[src/rtl/bkram_seq_if.sv]
// Signal bundle between the backup-RAM save sequencer and the core/HPS side.
interface bkram_seq_if;
  logic        download;
  logic        img_mounted;
  logic        img_readonly;
  logic        img_size_nz;
  logic        osd_status;
  logic        load_req;
  logic        save_req;
  logic        format_req;
  logic        autosave;
  logic        bram_wr;
  logic        sd_ack;
  logic [31:0] sd_lba;
  logic        sd_rd;
  logic        sd_wr;
  logic        bk_ena;
  logic        bk_pending;
  logic        bk_busy;
  logic        bk_loading;
  logic        fmt_we;
  logic [7:0]  fmt_addr;

  modport slave (
    input  download, img_mounted, img_readonly, img_size_nz, osd_status,
           load_req, save_req, format_req, autosave, bram_wr, sd_ack,
    output sd_lba, sd_rd, sd_wr, bk_ena, bk_pending, bk_busy, bk_loading,
           fmt_we, fmt_addr
  );

  modport master (
    output download, img_mounted, img_readonly, img_size_nz, osd_status,
           load_req, save_req, format_req, autosave, bram_wr, sd_ack,
    input  sd_lba, sd_rd, sd_wr, bk_ena, bk_pending, bk_busy, bk_loading,
           fmt_we, fmt_addr
  );
endinterface

[src/rtl/bkram_seq.sv]
// Backup-RAM save-image sequencer: streams SECTORS sectors to/from the HPS
// for load/save and emits FMT_WORDS header-word writes for a format.
module bkram_seq #(
  parameter int SECTORS   = 16,
  parameter int FMT_WORDS = 4
) (
  input logic        clk_sys,
  input logic        reset,
  bkram_seq_if.slave bus
);

  localparam int               LBA_W    = (SECTORS > 1) ? $clog2(SECTORS) : 1;
  localparam logic [LBA_W-1:0] LBA_LAST = LBA_W'(SECTORS - 1);
  localparam logic [7:0]       FMT_LAST = 8'(FMT_WORDS - 1);

  typedef enum logic [1:0] {
    S_IDLE = 2'd0,
    S_REQ  = 2'd1,
    S_XFER = 2'd2,
    S_FMT  = 2'd3
  } state_t;

  state_t           state_q, state_d;
  logic [LBA_W-1:0] lba_q, lba_d;
  logic             rd_q, rd_d;
  logic             wr_q, wr_d;
  logic             ena_q, ena_d;
  logic             pend_q, pend_d;
  logic             busy_q, busy_d;
  logic             loading_q, loading_d;
  logic             fmt_we_q, fmt_we_d;
  logic [7:0]       fmt_addr_q, fmt_addr_d;

  logic load_req_q, save_req_q, format_req_q, download_q, sd_ack_q, osd_q;

  logic load_rise, save_rise, fmt_rise, dl_rise, dl_fall, ack_rise, ack_fall, osd_rise;
  logic auto_go, load_go, save_go;

  assign load_rise = bus.load_req   & ~load_req_q;
  assign save_rise = bus.save_req   & ~save_req_q;
  assign fmt_rise  = bus.format_req & ~format_req_q;
  assign dl_rise   = bus.download   & ~download_q;
  assign dl_fall   = ~bus.download  & download_q;
  assign ack_rise  = bus.sd_ack     & ~sd_ack_q;
  assign ack_fall  = ~bus.sd_ack    & sd_ack_q;
  assign osd_rise  = bus.osd_status & ~osd_q;

  // Start conditions; a sequence only needs bk_ena, format does not.
  assign auto_go = ena_q & bus.img_size_nz & dl_fall;
  assign load_go = ena_q & load_rise;
  assign save_go = ena_q & (save_rise | (bus.autosave & pend_q & osd_rise));

  // Edge-detect history of the command and handshake inputs.
  always_ff @(posedge clk_sys or posedge reset) begin
    if (reset) begin
      load_req_q   <= 1'b0;
      save_req_q   <= 1'b0;
      format_req_q <= 1'b0;
      download_q   <= 1'b0;
      sd_ack_q     <= 1'b0;
      osd_q        <= 1'b0;
    end else begin
      load_req_q   <= bus.load_req;
      save_req_q   <= bus.save_req;
      format_req_q <= bus.format_req;
      download_q   <= bus.download;
      sd_ack_q     <= bus.sd_ack;
      osd_q        <= bus.osd_status;
    end
  end

  // Sequencer state and registered outputs.
  always_ff @(posedge clk_sys or posedge reset) begin
    if (reset) begin
      state_q    <= S_IDLE;
      lba_q      <= '0;
      rd_q       <= 1'b0;
      wr_q       <= 1'b0;
      ena_q      <= 1'b0;
      pend_q     <= 1'b0;
      busy_q     <= 1'b0;
      loading_q  <= 1'b0;
      fmt_we_q   <= 1'b0;
      fmt_addr_q <= 8'd0;
    end else begin
      state_q    <= state_d;
      lba_q      <= lba_d;
      rd_q       <= rd_d;
      wr_q       <= wr_d;
      ena_q      <= ena_d;
      pend_q     <= pend_d;
      busy_q     <= busy_d;
      loading_q  <= loading_d;
      fmt_we_q   <= fmt_we_d;
      fmt_addr_q <= fmt_addr_d;
    end
  end

  // Next-state and output decode.
  always_comb begin
    state_d    = state_q;
    lba_d      = lba_q;
    rd_d       = rd_q;
    wr_d       = wr_q;
    ena_d      = ena_q;
    pend_d     = pend_q;
    busy_d     = busy_q;
    loading_d  = loading_q;
    fmt_we_d   = fmt_we_q;
    fmt_addr_d = fmt_addr_q;

    // A new cart download invalidates the image until a writable one is mounted.
    if (dl_rise) begin
      ena_d = 1'b0;
    end else if (bus.download && bus.img_mounted && !bus.img_readonly) begin
      ena_d = 1'b1;
    end else begin
      ena_d = ena_q;
    end

    if (busy_q) begin
      pend_d = 1'b0;
    end else if (ena_q && !bus.osd_status && bus.bram_wr) begin
      pend_d = 1'b1;
    end else begin
      pend_d = pend_q;
    end

    case (state_q)
      S_IDLE: begin
        if (auto_go || load_go) begin
          state_d   = S_REQ;
          lba_d     = '0;
          rd_d      = 1'b1;
          wr_d      = 1'b0;
          busy_d    = 1'b1;
          loading_d = 1'b1;
        end else if (save_go) begin
          state_d   = S_REQ;
          lba_d     = '0;
          rd_d      = 1'b0;
          wr_d      = 1'b1;
          busy_d    = 1'b1;
          loading_d = 1'b0;
        end else if (fmt_rise) begin
          state_d    = S_FMT;
          fmt_we_d   = 1'b1;
          fmt_addr_d = 8'd0;
        end else begin
          state_d = S_IDLE;
        end
      end
      S_REQ: begin
        if (ack_rise) begin
          state_d = S_XFER;
          rd_d    = 1'b0;
          wr_d    = 1'b0;
        end else begin
          state_d = S_REQ;
        end
      end
      S_XFER: begin
        if (ack_fall && (lba_q == LBA_LAST)) begin
          state_d   = S_IDLE;
          busy_d    = 1'b0;
          loading_d = 1'b0;
        end else if (ack_fall) begin
          // Direction of the re-issued request follows the sequence type.
          state_d = S_REQ;
          lba_d   = lba_q + LBA_W'(1);
          rd_d    = loading_q;
          wr_d    = ~loading_q;
        end else begin
          state_d = S_XFER;
        end
      end
      S_FMT: begin
        if (fmt_addr_q == FMT_LAST) begin
          state_d    = S_IDLE;
          fmt_we_d   = 1'b0;
          fmt_addr_d = 8'd0;
        end else begin
          fmt_addr_d = fmt_addr_q + 8'd1;
        end
      end
      default: begin
        state_d    = S_IDLE;
        rd_d       = 1'b0;
        wr_d       = 1'b0;
        busy_d     = 1'b0;
        loading_d  = 1'b0;
        fmt_we_d   = 1'b0;
        fmt_addr_d = 8'd0;
      end
    endcase
  end

  assign bus.sd_lba     = 32'(lba_q);
  assign bus.sd_rd      = rd_q;
  assign bus.sd_wr      = wr_q;
  assign bus.bk_ena     = ena_q;
  assign bus.bk_pending = pend_q;
  assign bus.bk_busy    = busy_q;
  assign bus.bk_loading = loading_q;
  assign bus.fmt_we     = fmt_we_q;
  assign bus.fmt_addr   = fmt_addr_q;

endmodule

[src/flat_wrapper.sv]
// flat-port wrapper written by rule: the top's interface ports become plain ports
module bkram_seq_flat 
#(
  parameter int SECTORS   = 16,
  parameter int FMT_WORDS = 4
)
  (clk_sys, reset, bus_download, bus_img_mounted, bus_img_readonly, bus_img_size_nz, bus_osd_status, bus_load_req, bus_save_req, bus_format_req, bus_autosave, bus_bram_wr, bus_sd_ack, bus_sd_lba, bus_sd_rd, bus_sd_wr, bus_bk_ena, bus_bk_pending, bus_bk_busy, bus_bk_loading, bus_fmt_we, bus_fmt_addr);
  bkram_seq_if bus_i ();
  input logic clk_sys;
  input logic reset;
  input wire logic [$bits(bus_i.download)-1:0] bus_download;
  input wire logic [$bits(bus_i.img_mounted)-1:0] bus_img_mounted;
  input wire logic [$bits(bus_i.img_readonly)-1:0] bus_img_readonly;
  input wire logic [$bits(bus_i.img_size_nz)-1:0] bus_img_size_nz;
  input wire logic [$bits(bus_i.osd_status)-1:0] bus_osd_status;
  input wire logic [$bits(bus_i.load_req)-1:0] bus_load_req;
  input wire logic [$bits(bus_i.save_req)-1:0] bus_save_req;
  input wire logic [$bits(bus_i.format_req)-1:0] bus_format_req;
  input wire logic [$bits(bus_i.autosave)-1:0] bus_autosave;
  input wire logic [$bits(bus_i.bram_wr)-1:0] bus_bram_wr;
  input wire logic [$bits(bus_i.sd_ack)-1:0] bus_sd_ack;
  output wire logic [$bits(bus_i.sd_lba)-1:0] bus_sd_lba;
  output wire logic [$bits(bus_i.sd_rd)-1:0] bus_sd_rd;
  output wire logic [$bits(bus_i.sd_wr)-1:0] bus_sd_wr;
  output wire logic [$bits(bus_i.bk_ena)-1:0] bus_bk_ena;
  output wire logic [$bits(bus_i.bk_pending)-1:0] bus_bk_pending;
  output wire logic [$bits(bus_i.bk_busy)-1:0] bus_bk_busy;
  output wire logic [$bits(bus_i.bk_loading)-1:0] bus_bk_loading;
  output wire logic [$bits(bus_i.fmt_we)-1:0] bus_fmt_we;
  output wire logic [$bits(bus_i.fmt_addr)-1:0] bus_fmt_addr;
  assign bus_i.download = bus_download;
  assign bus_i.img_mounted = bus_img_mounted;
  assign bus_i.img_readonly = bus_img_readonly;
  assign bus_i.img_size_nz = bus_img_size_nz;
  assign bus_i.osd_status = bus_osd_status;
  assign bus_i.load_req = bus_load_req;
  assign bus_i.save_req = bus_save_req;
  assign bus_i.format_req = bus_format_req;
  assign bus_i.autosave = bus_autosave;
  assign bus_i.bram_wr = bus_bram_wr;
  assign bus_i.sd_ack = bus_sd_ack;
  assign bus_sd_lba = bus_i.sd_lba;
  assign bus_sd_rd = bus_i.sd_rd;
  assign bus_sd_wr = bus_i.sd_wr;
  assign bus_bk_ena = bus_i.bk_ena;
  assign bus_bk_pending = bus_i.bk_pending;
  assign bus_bk_busy = bus_i.bk_busy;
  assign bus_bk_loading = bus_i.bk_loading;
  assign bus_fmt_we = bus_i.fmt_we;
  assign bus_fmt_addr = bus_i.fmt_addr;
  bkram_seq #(.SECTORS(SECTORS), .FMT_WORDS(FMT_WORDS)) u_core (.clk_sys(clk_sys), .reset(reset), .bus(bus_i));
endmodule
[config.mk]
export PLATFORM = sky130hd
export DESIGN_NAME = bkram_seq_flat
export DESIGN_NICKNAME = d
export VERILOG_FILES = /design/src/rtl/bkram_seq_if.sv /design/src/rtl/bkram_seq.sv /design/src/flat_wrapper.sv
export SDC_FILE = /design/constraint.sdc
export NUM_CORES = 1
export LEC_CHECK = 0
export CORE_MARGIN = 3
export CORE_UTILIZATION = 41
export CTS_CLUSTER_DIAMETER = 80
export DETAILED_ROUTE_END_ITERATION = 7
export PLACE_DENSITY = 0.76
export REMOVE_ABC_BUFFERS = 1
export SLEW_MARGIN = 20
export SYNTH_ARGS = -nofsm -noshare
export SYNTH_HDL_FRONTEND = slang
export SYNTH_SLANG_ARGS = --single-unit
[constraint.sdc]
create_clock -name clk_sys -period 1.9 [get_ports clk_sys]
set_input_delay 0.38 -clock clk_sys [delete_from_list [all_inputs] [get_ports clk_sys]]
set_output_delay 0.38 -clock clk_sys [all_outputs]
set_load 0.1 [all_outputs]
==> results.sh <==
export IMPL_design_area_mm2=0.00251
export IMPL_p_per_area_mw_per_mm2=1270
export IMPL_start_util_pct=43.2
export IMPL_crit_path_end_kind="flip-flop"
export IMPL_place_area_mm2=0.00239
export IMPL_clk_latency_ns=0.27
export IMPL_antenna_found_initial=0
export IMPL_hold_viol=0
export IMPL_pin_count=60
export IMPL_grt_max_degree=28
export IMPL_port_buffers=31
export IMPL_antenna_cells=0
export IMPL_finalNonFillerCells=303
export IMPL_synthFlopType="dfrtp_1"
export IMPL_crit_chain="clkdlybuf4s50_1 > and2b_2 > o41ai_4 > buf_6 > a21boi_4 > or4_1 > nand3_1"
export IMPL_ys_warn_count=0
export IMPL_ys_ff_latch=27
export IMPL_status="complete, no violations"
export IMPL_final_setup_viol_count=0
export IMPL_min_path_type="input pin to flip-flop"
export IMPL_critPathLaunchType="input pin"
export IMPL_max_cap_violations=0
export IMPL_fin_skew_ns=0.0117
export IMPL_layout_area_seq_um2=676
export IMPL_largest_reg_flops=8
export IMPL_grt_overflow=0
export IMPL_synth_area_mm2=0.00177
export IMPL_layout_nets=274
export IMPL_vias=1538
export IMPL_grt_pass1_wl_um=6350
export IMPL_die_y_um=71.6
export IMPL_clockBufferDepth=2
export IMPL_htree_levels=1
export IMPL_synth_cell_type_count=45
export IMPL_crit_fanout=5
export IMPL_dp_cells=297
export IMPL_area_growth_pct=42.1
export IMPL_cts_buffers=3
export IMPL_mostFrequentLayoutCell="buf_4"
export IMPL_cts_sinks=27
export IMPL_async_flop_share_pct=100
export IMPL_final_cell_mix="buf_4 (31), conb_1 (28), dfrtp_1 (27), buf_12 (17), nand3_1 (14)"
export IMPL_track_usage_pct=15.1
export IMPL_first_pass_iters=4
export IMPL_multi_input_area_um2=981
export IMPL_syn_inst=192
export IMPL_fin_setup_tns_ns=0
export IMPL_cts_tree="done"
export IMPL_rsz0062_at_grt="no"
export IMPL_fill_cells=336
export IMPL_post_route_drc_count=0
export IMPL_die_w_um=71.6
export IMPL_ys_seq_area_share_pct=38.2
export IMPL_post_route_min_period_ns=1.86
export IMPL_drive_gt1_share_pct=29.2
export IMPL_drt_wl_total_um=3860
export IMPL_place_hpwl_um=3050
export IMPL_min_period_over_period_pct=98.0
export IMPL_finalMaxSlewViolations=0
export IMPL_vdd_drop_max_mv=0.989
export IMPL_worstSetupPathType="input pin to flip-flop"
export IMPL_gp_congestion=0.845
export IMPL_wl_per_cell_um=12.7
export IMPL_die_area_mm2=0.00513
export IMPL_utilization_pct=61.5
export IMPL_slowest_delay_ns=0.50
export IMPL_avgViaCountPerCell=5.08
export IMPL_slowest_stage="or4_1"
export IMPL_cellLeakagePower_nw=1.16
export IMPL_path_clk_slew_ns=0.09
export IMPL_drt_iter0_drc=115
export IMPL_cts_root_buf="clkbuf_8"
export IMPL_cp_data_required_time_ns=2.11
export IMPL_rows=23
export IMPL_core_area_mm2=0.00409
export IMPL_synth_edf_count=0
export IMPL_ant_nets=0
export IMPL_grt_pass1_vias=1428
export IMPL_max_freq_mhz=537
export IMPL_worst_ep_arrival_time_ns=2.08
export IMPL_r2r_slack_ns=0.06
export IMPL_avgSynthCellArea_um2=9.20
export IMPL_fin_hold_ws_ns=0.360
kinds of logic (layout without fill, tap and decap cells):
kind of cell	after synthesis	in the layout	share of synthesized area, %
compound gates	49	49	19.5
fa+ha+maj	7	7	4.96
buf+inv	42	76	15.6
flops	27	27	38.2
mux	4	4	2.48
other cells	1	28	0.212
simple gates	62	62	19.0
Yosys cell counts, types with 2 or more instances:
| library cell | count | area share, % |
|---|---|---|
| a22o_1 | 2 | 0.99 |
| o22ai_1 | 3 | 1.1 |
| a21oi_1 | 12 | 3.4 |
| nor3_1 | 5 | 1.4 |
| nand3b_1 | 2 | 0.85 |
| buf_4 | 28 | 12 |
| nor2_1 | 6 | 1.3 |
| and2b_2 | 3 | 1.5 |
| nor2b_1 | 3 | 1.1 |
| o21ai_0 | 9 | 2.5 |
| a31oi_1 | 7 | 2.5 |
| nand3_1 | 14 | 4.0 |
| o31ai_1 | 3 | 1.3 |
| nand2b_1 | 5 | 1.8 |
| dfrtp_1 | 27 | 38 |
| mux2_2 | 3 | 1.9 |
| and3_1 | 2 | 0.71 |
| and2_1 | 2 | 0.71 |
| inv_1 | 10 | 2.1 |
| o41ai_1 | 2 | 0.99 |
| ha_1 | 7 | 5.0 |
| nand2_1 | 14 | 3.0 |
per-layer routing:
layer | GRT usage [%] | routed length, um | vias up
met5 | 0 | 0 | -
met4 | 2.51 | 23 | 0
met3 | 3.65 | 253 | 2
met2 | 25.7 | 1890 | 60
met1 | 19.9 | 1690 | 726
li1 | - | - | 750
through the flow:
step | setup slack (ns) | total power, mW
6_report | 0.0371 | 3.19
5_1_grt | 0.00367 | 3.36
4_1_cts | 0.0161 | 3.15
3_5_place_dp | -0.514 | 2.78
3_3_place_gp | -0.443 | 2.74
2_1_floorplan | -0.526 | 2.09
path summary, 6_finish.rpt:
check                                  startpoint                      to  depth (start not counted)
worst max-delay path                 bus_load_req  u_core.bus.fmt_addr[3]                          7
worst min-delay path                 bus_save_req       u_core.save_req_q                          1
worst max register to register  u_core.download_q  u_core.bus.fmt_addr[3]                          6
worst min register to register   u_core.bus.sd_wr        u_core.bus.sd_wr                          1
max in group asynchronous                   reset   u_core.bus.bk_pending                          3
min in group asynchronous                   reset      u_core.bus.bk_busy                          3
report_power, final:
| group | switching (mW) | total (mW) | internal (mW) | leakage [nW] |
|---|---|---|---|---|
| Sequential | 0.0929 | 0.766 | 0.673 | 0.346 |
| Combinational | 1.34 | 2.11 | 0.766 | 0.792 |
| Clock | 0.170 | 0.320 | 0.150 | 0.0228 |
| Total | 1.60 | 3.19 | 1.59 | 1.16 |
repair_timing:
item / in CTS / in global routing
setup endpoints to repair: 16 / 4
resized for setup: 14 / 5
buffers inserted: 1 / 1
hold buffers: 0 / 0
pin swaps: 12 / 1
area by class of cell:
| cell class | count | area share (%) |
|---|---|---|
| Inverter | 10 | 1.49 |
| Clock buffer | 4 | 1.79 |
| Tap cell | 50 | 2.49 |
| Timing Repair Buffer | 62 | 28.3 |
| Sequential cell | 27 | 26.9 |
| Multi-Input combinational cell | 150 | 39.1 |
critical path: cells and delay by family:
| family | cells | cell delay (ns) |
|---|---|---|
| compound gates | 2 | 0.28 |
| simple gates | 3 | 0.82 |
| buf+inv | 2 | 0.60 |
Note: power is estimated with default switching activity, not from simulation.
